--- src/rtl/fir_pkg.sv ---
// rtl/fir_pkg.sv - shared widths, load FSM states and ROM slicing for the FIR coefficient bank
package fir_pkg;

    typedef enum logic [1:0] {
        ST_IDLE,
        ST_LOAD,
        ST_COMMIT,
        ST_ERR
    } ld_state_t;

    // Number of unique coefficients actually stored and driven
    function automatic int coe_taps_true(input int taps, input int symmetry);
        return (symmetry != 0) ? (taps + taps % 2) / 2 : taps;
    endfunction

    // ceil(log2(n)), never below 1 so every index has at least one bit
    function automatic int clog2_min1(input int n);
        int r;
        r = 0;
        for (int k = 0; k < 32; k++) begin
            if ((1 << r) < n) r++;
        end
        return (r < 1) ? 1 : r;
    endfunction

    // MSB position of set s, tap i inside the packed ROM image (set 0 tap 0 at the top)
    function automatic int rom_msb(input int s, input int i, input int rom_num,
                                   input int taps, input int width);
        return ((rom_num - s) * taps - i) * width - 1;
    endfunction

endpackage

--- src/rtl/fir_coe_loader.sv ---
// rtl/fir_coe_loader.sv - framed coefficient load stream, staging and atomic commit strobe
module fir_coe_loader
    import fir_pkg::*;
#(
    parameter int COE_WIDTH     = 16,
    parameter int COE_TAPS_TRUE = 8,
    parameter int RAM_IDX_W     = 1
) (
    input  logic                               clk,
    input  logic                               rst_n,
    input  logic [RAM_IDX_W-1:0]               wr_bank_i,
    input  logic                               wr_vld_i,
    input  logic [COE_WIDTH-1:0]               wr_data_i,
    input  logic                               wr_last_i,
    output logic                               wr_rdy_o,
    output logic                               wr_err_o,
    output logic                               commit_o,
    output logic [RAM_IDX_W-1:0]               commit_bank_o,
    output logic [COE_WIDTH*COE_TAPS_TRUE-1:0] stage_o
);

    localparam int IDX_W = clog2_min1(COE_TAPS_TRUE);
    localparam logic [IDX_W-1:0] LAST_IDX = IDX_W'(COE_TAPS_TRUE - 1);

    ld_state_t            state;
    logic [IDX_W-1:0]     cnt;
    logic [COE_WIDTH-1:0] stage_q [COE_TAPS_TRUE];

    for (genvar g = 0; g < COE_TAPS_TRUE; g++) begin : g_stage
        assign stage_o[g*COE_WIDTH +: COE_WIDTH] = stage_q[g];
    end

    // Load FSM: a frame must end exactly on the last unique tap; anything else is discarded
    always_ff @(posedge clk or negedge rst_n) begin
        if (!rst_n) begin
            state         <= ST_IDLE;
            cnt           <= '0;
            commit_bank_o <= '0;
            wr_rdy_o      <= 1'b1;
            wr_err_o      <= 1'b0;
            commit_o      <= 1'b0;
            for (int i = 0; i < COE_TAPS_TRUE; i++) stage_q[i] <= '0;
        end else begin
            wr_err_o <= 1'b0;
            commit_o <= 1'b0;
            case (state)
                ST_IDLE: begin
                    if (wr_vld_i) begin
                        stage_q[0]    <= wr_data_i;
                        commit_bank_o <= wr_bank_i;
                        cnt           <= IDX_W'(1);
                        if ((COE_TAPS_TRUE == 1) ? !wr_last_i : wr_last_i) begin
                            state    <= ST_ERR;
                            wr_rdy_o <= 1'b0;
                            wr_err_o <= 1'b1;
                        end else if (COE_TAPS_TRUE == 1) begin
                            state    <= ST_COMMIT;
                            wr_rdy_o <= 1'b0;
                            commit_o <= 1'b1;
                        end else begin
                            state <= ST_LOAD;
                        end
                    end
                end
                ST_LOAD: begin
                    if (wr_vld_i) begin
                        stage_q[cnt] <= wr_data_i;
                        if (cnt == LAST_IDX) begin
                            wr_rdy_o <= 1'b0;
                            if (wr_last_i) begin
                                state    <= ST_COMMIT;
                                commit_o <= 1'b1;
                            end else begin
                                state    <= ST_ERR;
                                wr_err_o <= 1'b1;
                            end
                        end else begin
                            cnt <= cnt + IDX_W'(1);
                            if (wr_last_i) begin
                                state    <= ST_ERR;
                                wr_rdy_o <= 1'b0;
                                wr_err_o <= 1'b1;
                            end
                        end
                    end
                end
                ST_COMMIT: begin
                    state    <= ST_IDLE;
                    wr_rdy_o <= 1'b1;
                end
                default: begin
                    for (int i = 0; i < COE_TAPS_TRUE; i++) stage_q[i] <= '0;
                    state    <= ST_IDLE;
                    wr_rdy_o <= 1'b1;
                end
            endcase
        end
    end

endmodule

--- src/rtl/fir_coe_bank.sv ---
// rtl/fir_coe_bank.sv - ROM/RAM coefficient sets with sample-aligned set switching
module fir_coe_bank
    import fir_pkg::*;
#(
    parameter int COE_WIDTH    = 16,
    parameter int COE_TAPS     = 8,
    parameter int COE_SYMMETRY = 0,
    parameter int ROM_NUM      = 2,
    parameter int RAM_NUM      = 2,
    parameter int SEL_WIDTH    = clog2_min1(ROM_NUM + RAM_NUM),
    parameter int RAM_IDX_W    = clog2_min1(RAM_NUM),
    parameter logic [COE_WIDTH*COE_TAPS*ROM_NUM-1:0] COE_FILE = '0,
    localparam int COE_TAPS_TRUE = coe_taps_true(COE_TAPS, COE_SYMMETRY)
) (
    input  logic                               clk,
    input  logic                               rst_n,
    input  logic                               coe_sel_vld_i,
    input  logic [SEL_WIDTH-1:0]               coe_sel_index_i,
    input  logic                               sample_vld_i,
    input  logic [RAM_IDX_W-1:0]               wr_bank_i,
    input  logic                               wr_vld_i,
    input  logic [COE_WIDTH-1:0]               wr_data_i,
    input  logic                               wr_last_i,
    output logic                               wr_rdy_o,
    output logic [COE_WIDTH*COE_TAPS_TRUE-1:0] coe_o,
    output logic [SEL_WIDTH-1:0]               coe_index_o,
    output logic                               sel_pending_o,
    output logic                               wr_err_o,
    output logic                               sel_err_o
);

    localparam int VEC_W = COE_WIDTH * COE_TAPS_TRUE;

    logic [VEC_W-1:0]     rom_vec [ROM_NUM];
    logic [VEC_W-1:0]     ram_q   [RAM_NUM];
    logic [VEC_W-1:0]     stage_vec;
    logic [VEC_W-1:0]     set_vec;
    logic [RAM_IDX_W-1:0] commit_bank;
    logic                 commit;
    logic [SEL_WIDTH-1:0] pend_idx;
    logic [SEL_WIDTH-1:0] eff_sel;
    logic                 in_range;
    logic                 sel_ok;
    logic                 swap;

    for (genvar s = 0; s < ROM_NUM; s++) begin : g_rom_set
        for (genvar i = 0; i < COE_TAPS_TRUE; i++) begin : g_rom_tap
            assign rom_vec[s][i*COE_WIDTH +: COE_WIDTH] =
                COE_FILE[rom_msb(s, i, ROM_NUM, COE_TAPS, COE_WIDTH) -: COE_WIDTH];
        end
    end

    fir_coe_loader #(
        .COE_WIDTH    (COE_WIDTH),
        .COE_TAPS_TRUE(COE_TAPS_TRUE),
        .RAM_IDX_W    (RAM_IDX_W)
    ) u_loader (
        .clk          (clk),
        .rst_n        (rst_n),
        .wr_bank_i    (wr_bank_i),
        .wr_vld_i     (wr_vld_i),
        .wr_data_i    (wr_data_i),
        .wr_last_i    (wr_last_i),
        .wr_rdy_o     (wr_rdy_o),
        .wr_err_o     (wr_err_o),
        .commit_o     (commit),
        .commit_bank_o(commit_bank),
        .stage_o      (stage_vec)
    );

    assign in_range = int'(coe_sel_index_i) < (ROM_NUM + RAM_NUM);
    assign sel_ok   = coe_sel_vld_i && in_range;
    assign eff_sel  = sel_ok ? coe_sel_index_i : pend_idx;
    assign swap     = sample_vld_i && (sel_ok || sel_pending_o);

    // Mux the set being swapped in; RAM sets are read before any same-cycle commit lands
    always_comb begin
        set_vec = rom_vec[0];
        for (int s = 0; s < ROM_NUM; s++) begin
            if (int'(eff_sel) == s) set_vec = rom_vec[s];
        end
        for (int r = 0; r < RAM_NUM; r++) begin
            if (int'(eff_sel) == ROM_NUM + r) set_vec = ram_q[r];
        end
    end

    // Writable sets: start as ROM set 0, replaced whole on a committed load
    always_ff @(posedge clk or negedge rst_n) begin
        if (!rst_n) begin
            for (int r = 0; r < RAM_NUM; r++) ram_q[r] <= rom_vec[0];
        end else if (commit) begin
            for (int r = 0; r < RAM_NUM; r++) begin
                if (int'(commit_bank) == r) ram_q[r] <= stage_vec;
            end
        end
    end

    // Pending select and tap output register; the taps only move on a sample strobe
    always_ff @(posedge clk or negedge rst_n) begin
        if (!rst_n) begin
            coe_o         <= rom_vec[0];
            coe_index_o   <= '0;
            pend_idx      <= '0;
            sel_pending_o <= 1'b0;
            sel_err_o     <= 1'b0;
        end else begin
            sel_err_o <= coe_sel_vld_i && !in_range;
            if (swap) begin
                coe_o         <= set_vec;
                coe_index_o   <= eff_sel;
                sel_pending_o <= 1'b0;
            end else if (sel_ok) begin
                pend_idx      <= coe_sel_index_i;
                sel_pending_o <= 1'b1;
            end
        end
    end

endmodule
--- config.mk ---
export PLATFORM = sky130hd
export DESIGN_NAME = fir_coe_bank
export DESIGN_NICKNAME = d
export VERILOG_FILES = /design/src/rtl/fir_pkg.sv /design/src/rtl/fir_coe_loader.sv /design/src/rtl/fir_coe_bank.sv
export SDC_FILE = /design/constraint.sdc
export NUM_CORES = 1
export LEC_CHECK = 0
export BUFFER_PORTS_ARGS = -buffer_cell sky130_fd_sc_hd__buf_2
export CORE_MARGIN = 10
export CORE_UTILIZATION = 35
export DETAILED_ROUTE_END_ITERATION = 7
export GPL_TIMING_DRIVEN = 0
export PLACE_DENSITY_LB_ADDON = 0.12
export RECOVER_POWER = 100
export SLEW_MARGIN = 20
export SYNTH_ARGS = -nofsm -noshare
export SYNTH_HDL_FRONTEND = slang
export SYNTH_SLANG_ARGS = --single-unit
--- constraint.sdc ---
create_clock -name clk -period 3.5 [get_ports clk]
set_clock_uncertainty 0.15 [all_clocks]
set_input_delay 0.7 -clock clk [delete_from_list [all_inputs] [get_ports clk]]
set_output_delay 0.7 -clock clk [all_outputs]
set_load 0.01 [all_outputs]
After elaboration in Yosys (flattened, before gate mapping)
Cells that the tools add are included.
{"block": "totals", "ff_bits": 526, "inputBits": 25, "word_cells": 88}
{"block": "op_classes", "addsub": 1, "order_cmp": 2, "n_eq_ne": 9, "mux": 37, "bitwise_logic": 4, "reduce_logical": 15}
{"operator": "2-to-1 mux 128 bit", "n": 3}
{"operator": "case mux 112 bit (2 select lines)", "n": 1}
{"operator": "bitwise mux 128 bit", "n": 1}
{"operator": "demux 16 bit (select 3 bit)", "n": 1}
{"operator": "case mux 16 bit (3 select lines)", "n": 1}
{"operator": "2-to-1 mux 16 bit", "n": 2}
{"operator": "2-to-1 mux 1 bit", "n": 15}
{"operator": "2-to-1 mux 2 bit", "n": 6}
{"operator": "AND reduction 2 bit", "n": 5}
{"operator": "2-to-1 mux 3 bit", "n": 3}
{"operator": "inequality test 2 bit (second input constant)", "n": 3}
{"operator": "case mux 3 bit (2 select lines)", "n": 1}
{"operator": "AND reduction 3 bit", "n": 2}
{"operator": "== test 2 x 1 -> 1 bit (second input constant)", "n": 2}
{"operator": "== test 2 bit (second input constant)", "n": 2}
{"operator": "greater-or-equal comparator 4 bit (second input constant)", "n": 1}
{"operator": "less-than comparator 4 x 1 -> 1 bit (second input constant)", "n": 1}
{"operator": "NOT 3 -> 4 bit", "n": 1}
{"operator": "case mux 1 bit (2 select lines)", "n": 2}
{"operator": "case mux 2 bit (2 select lines)", "n": 1}
{"operator": "AND reduction 4 bit", "n": 1}
{"operator": "nonzero test 2 bit", "n": 2}
{"operator": "adder 3 x 1 -> 3 bit (second input constant)", "n": 1}
{"operator": "== test 3 bit (second input constant)", "n": 1}
{"operator": "6 further kinds", "n": 9}

Depth between registers and ports, before layout
Gate-level depths: netlist (run 1).
{"block": "logic_depth", "ltp_word": 8, "depth_mapped": 7, "mapped_depth_nobuf": 5}

By module
From an unflattened synthesis (run 1), not the netlist that was laid out.
{"block": "hier_totals", "cells_unflattened": 1653, "area_unflattened_um2": 21328.0}
{"module": "fir_coe_bank", "instances": 1, "cells_each": 1291, "area_each_um2": 15994.1, "seq_area_each_um2": 9734.3}
{"module": "fir_coe_loader", "instances": 1, "cells_each": 362, "area_each_um2": 5333.9, "seq_area_each_um2": 3429.5}

Worst setup path after synthesis (run 1)
No wires, ideal clock.
{"block": "synth_path", "kind": "input to register", "startpoint": "in wr_vld_i", "endpoint": "reg u_loader.stage_q (netlist bit u_loader.stage_o[101])", "setup_time_ps": 122, "arrival_time_ps": 1584, "t_required_ps": 3228, "setup_slack_ps": 1645, "path_stages": 5, "path_cell_list": "buf_4 and3b_1 buf_4 buf_2 a32o_1"}
{"block": "synth_between", "elab_chain_len": 2}
{"element": "start, declared", "line_no": "fir_coe_bank.sv:21", "rtl": "input logic wr_vld_i,"}
{"element": "inequality test 2 bit (no source line)"}
{"element": "AND reduction 2 bit (no source line)"}
{"element": "end signal, assigned by index", "line_no": "fir_coe_loader.sv:67", "rtl": "stage_q[cnt] <= wr_data_i;"}
{"element": "end, declared", "line_no": "fir_coe_loader.sv:27", "rtl": "logic [COE_WIDTH-1:0] stage_q [COE_TAPS_TRUE];"}
No other way between the ends.
A chain may end at the register's enable or synchronous reset.

Worst setup path after layout (run 1)
{"block": "layout_path", "startpoint": "in coe_sel_vld_i", "endpoint": "reg coe_o[94]"}
{"block": "layout_between", "elab_chain_len": 4}
{"element": "start, declared", "line_no": "fir_coe_bank.sv:17", "rtl": "input logic coe_sel_vld_i,"}
{"element": "2-to-1 mux 2 bit"}
{"element": "== test 2 bit", "line_no": "fir_coe_bank.sv:83", "rtl": "if (int'(eff_sel) == ROM_NUM + r) set_vec = ram_q[r];"}
{"element": "2-to-1 mux 128 bit (2 in a row)", "line_no": "fir_coe_bank.sv:83"}
{"element": "end signal, assigned", "line_no": "fir_coe_bank.sv:101", "rtl": "coe_o <= rom_vec[0];"}
{"element": "end signal, assigned", "line_no": "fir_coe_bank.sv:109", "rtl": "coe_o <= set_vec;"}
{"element": "end, declared", "line_no": "fir_coe_bank.sv:25", "rtl": "output logic [COE_WIDTH*COE_TAPS_TRUE-1:0] coe_o,"}
Several ways; a longest one is shown, not always the timed one.

==> impl_metrics.yaml, run 1 <==
status:
  run_status: "finished, final reports clean"
clock_tree:
  cts_resized: 0
  cts_buffers: 58
  clock_path_buffers: 3
  clock-sinks: 526
  cts_root_buf: "clkbuf_16"
  cts_tree: "yes"
  clock_latency_ns: 0.61
  htreeDepth: 2
  clk_pin_slew_ns: 0.06
sta:
  drv_slew: 0
  min_period_ns: 2.930
  finalHoldViolCount: 0
  tightestPinTransition_ns: 1.114
  finalCritPeriodShare_pct: 83.72
  rsz0062_at_grt: "no"
  slew_headroom_pct: 25.76
  fmax_mhz: 341.3
  setup_viol: 0
  tns_ns: 0
layout:
  final_common_cell: "dfrtp_1"
  diodes: 0
  multi_input_area_mm2: 0.007291
  syn_to_final_growth_pct: 16.28
  stdcell_area_mm2: 0.02482
  fin_nets: 1939
  seq_area_mm2: 0.01316
  fillerInstances: 5868
  final_cell_mix: "dfrtp_1, mux2_2, o21ai_0"
  drive_gt1_share_pct: 23.88
  instances_no_fill: 2738
pwr:
  power_density_mw_per_mm2: 638.7
  finalPower_mw: 15.85
  p_leak_nw: 11.33
  irDropWorstVdd_mv: 0.3640
placement:
  placed_cell_area_mm2: 0.02325
  dp_cells: 2632
  port_buffers: 156
  gp_congestion: 0.8296
  dp_hpwl_um: 44650
floorplanning:
  design.core.area_mm2: 0.06036
  io_pins: 159
  initial_core_util_pct: 35.37
  die_x_um: 267.0
  die_area_mm2: 0.07127
  die_h_um: 267.0
  rows: 90
detailed_routing:
  routed_wire_length_per_instance_um: 23.77
  routed_wl_um: 65070
  vias: 14710
  drc: 0
  via_per_inst: 5.373
  ant_nets: 0
  first_iter_violations: 796
  firstDrtPassIters: 5
global_routing:
  gr-total-overflow: 0
  grt_start_max_net_pins: 99
  first_global_vias: 15400
  grt_pass1_wl_um: 99000
  grt_usage_pct: 18.21
  antenna_found_initial: 3
synth:
  seq_area_frac_synth_pct: 61.66
  synth.distinct_cells: 46
  yosysWarnings: 0
  netlist_area_mm2: 0.02135
  synth_cells: 1689
  synth_nets: 1717
  async_flop_share_pct: 100.0
  synth_ff_type: "dfrtp_1"
  synth-seq-cells: 526
  synth_edf_count: 0
  yosysTopAreaCellShare_pct: 61.54
  yosys-top-cells-area: "dfrtp_1, mux2_2, o21ai_0, a31oi_1, o2bb2ai_1"
  netlist.top_cell.by_area: "dfrtp_1"
  avgSynthCellArea_um2: 12.64
critical_path:
  crit_path_start_kind: "input port"
  cp-end-kind: "register"
  cp.required_ns: 3.79
  crit_type: "in2reg"
  arrival_ns: 3.22
  crit_path_max_fanout: 10
run:
  drv_cap: 0
hold_path:
  min_path_type: "in2reg"
==> final cells by class <==
type / instances / share of cell area [%]
Clock inverter: 17 / 0.4688
Tap cell: 782 / 3.942
Clock buffer: 88 / 7.032
Buffer: 145 / 2.798
Sequential cell: 526 / 53.03
Timing Repair Buffer: 162 / 3.115
Multi-Input combinational cell: 1002 / 29.37
Inverter: 16 / 0.2419
==> power breakdown <==
part,switching [mW],internal (mW),total (mW)
Combinational,1.32,0.881,2.20
Sequential,0.761,6.95,7.71
Clock,2.46,3.48,5.94
Total,4.53,11.3,15.9
==> worst max-delay path: stages <==
cell and delay (ns):
clkbuf_1 0.30, o21a_1 0.18, buf_2 0.37, clkbuf_1 0.87
clkbuf_1 0.59, a31oi_1 0.19
==> cell usage after synthesis, types with 2 or more instances <==
| cell | instances |
|---|---|
| dfrtp_1 | 525 |
| mux2_2 | 258 |
| o21ai_0 | 249 |
| nor2_1 | 138 |
| a31oi_1 | 128 |
| buf_2 | 77 |
| o2bb2ai_1 | 64 |
| a32o_1 | 48 |
| nand2_1 | 39 |
| clkbuf_2 | 33 |
| mux2i_1 | 17 |
| inv_1 | 16 |
| clkbuf_1 | 13 |
| buf_6 | 11 |
| o21ai_1 | 11 |
| buf_4 | 9 |
| a21oi_1 | 5 |
| and3b_1 | 3 |
| and4b_1 | 3 |
| ha_1 | 3 |
| nand3b_1 | 3 |
| nor2b_1 | 3 |
| nor3b_2 | 3 |
| o21ai_2 | 3 |
| a21o_1 | 2 |
| a22o_1 | 2 |
| and3_1 | 2 |
| nand3_1 | 2 |
| nor4bb_1 | 2 |
==> registers in the layout, summed over array words and instances (netlist names) <==
register,count
coe_index_o,2
coe_o,128
pend_idx,2
ram_q,256
sel_pending_o,1
u_loader.cnt,3
u_loader.commit_bank_o,1
u_loader.commit_o,1
u_loader.stage_o,128
u_loader.state,2
u_loader.wr_err_o,1
u_loader.wr_rdy_o,1
==> final timing paths <==
path                               start                    to  slack [ns]  depth (start not counted)
setup reg to reg           sel_pending_o             coe_o[94]        0.66                          5
min in group asynchronous          rst_n             coe_o[19]        0.58                          2
max in group asynchronous          rst_n  u_loader.stage_o[70]        0.86                          5
hold reg to reg               ram_q[185]            ram_q[185]        0.35                          1
hold / removal              sample_vld_i         sel_pending_o        0.13                          2
setup / recovery           coe_sel_vld_i             coe_o[94]        0.57                          6
==> kinds of logic after synthesis <==
kind of cell    Yosys count  synth area share (%)
simple gates            205                 4.208
xor+xnor                  1               0.04103
compound gates          517                 15.41
mux                     275                 14.41
flops                   526                 61.66
other cells               1               0.01757
fa+ha+maj                 3                0.1758
buf+inv                 161                 4.073
==> per-stage QoR <==
step	setup WS [ns]	hold slack (ns)	util (%)
4_1_cts	0.8051	0.09159	41.63
3_5_place_dp	0.4008	0.3362	38.53
6_report	0.5698	0.1308	41.13
5_1_grt	0.3409	0.1250	41.13
2_1_floorplan	1.645	0.2544	-
3_3_place_gp	-9.310	0.3312	38.28
==> layer usage <==
| layer | part of all wire [%] | wire, um | vias up | track usage [%] |
|---|---|---|---|---|
| met2 | 46 | 30090 | 327 | 28.71 |
| met5 | 0.035 | 23 | - | 0 |
| met1 | 46 | 29890 | 7668 | 24.61 |
| li1 | - | - | 6624 | - |
| met3 | 5.4 | 3536 | 87 | 4.068 |
| met4 | 2.4 | 1530 | 4 | 5.589 |
==> what timing repair did <==
action	in CTS	in global routing
endpoints found under the hold margin	44	0
buffers inserted	0	0
hold buffers	1	0
(Power assumes the default switching activity.)
==> inputs of run 2 (changes only) <==
==> constraint.sdc (replaced) <==
create_clock -name clk -period 2.53 [get_ports clk]
set_clock_uncertainty 0.15 [all_clocks]
set_input_delay 0.506 -clock clk [delete_from_list [all_inputs] [get_ports clk]]
set_output_delay 0.506 -clock clk [all_outputs]
set_load 0.01 [all_outputs]
==> run 2 against run 1 <==
Power rose by 38%. Routed wire length barely moved. Via count rose by 0.13%. Combinational power rose by 39%. Critical endpoint is now ram_q[211]. Largest cell class unchanged. Largest power group unchanged. Highest routed layer unchanged.
==> impl_metrics.yaml, run 2 (synthesis gave the netlist of run 1 again) <==
clock_tree:
  clk_pin_slew_ns: 0.06
  clock_path_buffers: 3
  clock_latency_ns: 0.61
  cts_root_buf: "clkbuf_16"
  cts_buffers: 58
  clock-sinks: 526
  cts_tree: "yes"
  htreeDepth: 2
  postCtsSetupBuffers: 0
layout:
  stdcell_area_mm2: 0.02494
  largest_register_ffs: 256
  final_common_cell: "dfrtp_1"
  drive_gt1_share_pct: 25.47
  utilization_pct: 41.32
  largest_register: "ram_q"
  syn_to_final_growth_pct: 16.82
  fin_nets: 1942
  instances_no_fill: 2741
  diodes: 0
  final_cell_mix: "dfrtp_1, mux2_2, o21ai_0"
sta:
  finalHoldViolCount: 0
  fmax_mhz: 422.1
  finalCritPeriodShare_pct: 93.63
  rsz0062_at_grt: "no"
  tns_ns: 0
  setup_viol: 0
  slew_headroom_pct: 26.24
  min_period_ns: 2.369
  drv_slew: 0
  tightestPinTransition_ns: 1.106
floorplanning:
  die_area_mm2: 0.07127
  initial_core_util_pct: 35.37
  rows: 90
  die_h_um: 267.0
  io_pins: 159
  die_x_um: 267.0
  design.core.area_mm2: 0.06036
hold_path:
  whs_path_depth: 2
  hp-start: "coe_sel_index_i[1]"
  min_path_type: "in2reg"
placement:
  gp_congestion: 0.8296
  dp_hpwl_um: 44650
  dp_cells: 2632
  placed_cell_area_mm2: 0.02325
  port_buffers: 156
detailed_routing:
  drc: 0
  firstDrtPassIters: 5
  routed_wire_length_per_instance_um: 23.73
  ant_nets: 0
  routed_wl_um: 65040
  via_per_inst: 5.374
  vias: 14730
  first_iter_violations: 797
global_routing:
  grt_start_max_net_pins: 99
  grt_usage_pct: 18.15
  grt_pass1_wl_um: 98800
  first_global_vias: 15400
  antenna_found_initial: 3
  gr-total-overflow: 0
critical_path:
  startpoint: "u_loader.commit_bank_o"
  cp-end-kind: "register"
  reg2reg_depth: 4
  arrival_ns: 2.71
  reg2reg_slack_ns: 0.16
  regToRegStartpoint: "u_loader.commit_bank_o"
  crit_path_max_fanout: 10
  crit_path_start_kind: "register"
  crit_type: "reg2reg"
  cp.required_ns: 2.87
status:
  run_status: "finished, final reports clean"
pwr:
  irDropWorstVdd_mv: 0.5117
  power_density_mw_per_mm2: 880.4
  p_leak_nw: 11.44
run:
  drv_cap: 0
run 2: report_power, final:
group	internal (mW)	switching (mW)
registers	9.62	1.06
clock network	4.82	3.40
logic	1.24	1.82
run 2: final timing paths:
check / end
max in group asynchronous: u_loader.stage_o[106]
worst max-delay path: ram_q[211]
worst min register to register: ram_q[185]
min in group asynchronous: coe_o[25]
worst max register to register: ram_q[211]
worst min-delay path: pend_idx[1]
run 2: timing repair:
action,4_1_cts,5_1_grt
endpoints found under the hold margin,92,0
setup endpoints to repair,83,91
gates resized for setup,0,3
hold buffers,4,0
pin swaps,0,0
cloned,0,1
run 2: cell type report:
class / instances / area [um2]
inverters: 16 / 60.06
clock inverters: 17 / 116.4
well taps: 782 / 978.4
repair buffers: 166 / 808.3
clock buffers: 88 / 1745
fillers: 5845 / 35420
plain buffers: 144 / 769.5
multi-input cells: 1002 / 7296
flip-flops and latches: 526 / 13160
run 2: metrics by stage:
step	hold slack, ns	setup slack, ns	power [mW]
floorplan	0.06041	0.8686	12.36
global placement	0.3312	-10.09	13.92
global route	0.03268	0.06858	23.05
CTS	0.001230	0.02908	22.38
detailed placement	0.3362	-0.3752	14.02
finish	0.03926	0.1611	21.96
run 2: worst max-delay path, stage by stage (launching register included):
cell and delay, ns:
dfrtp_1 0.39, nor2b_1 0.28, clkbuf_1 0.61, clkbuf_2 0.43, mux2_2 0.38
run 2: routing by layer:
| layer | track usage (%) | part of all wire, % | vias to the layer above | wire, um |
|---|---|---|---|---|
| met1 | 24.65 | 46 | 7672 | 29960 |
| met3 | 3.967 | 5.4 | 89 | 3484 |
| li1 | - | - | 6621 | - |
| met2 | 28.55 | 46 | 343 | 29990 |
| met4 | 5.589 | 2.4 | 4 | 1580 |
| met5 | 0 | 0.035 | - | 23 |
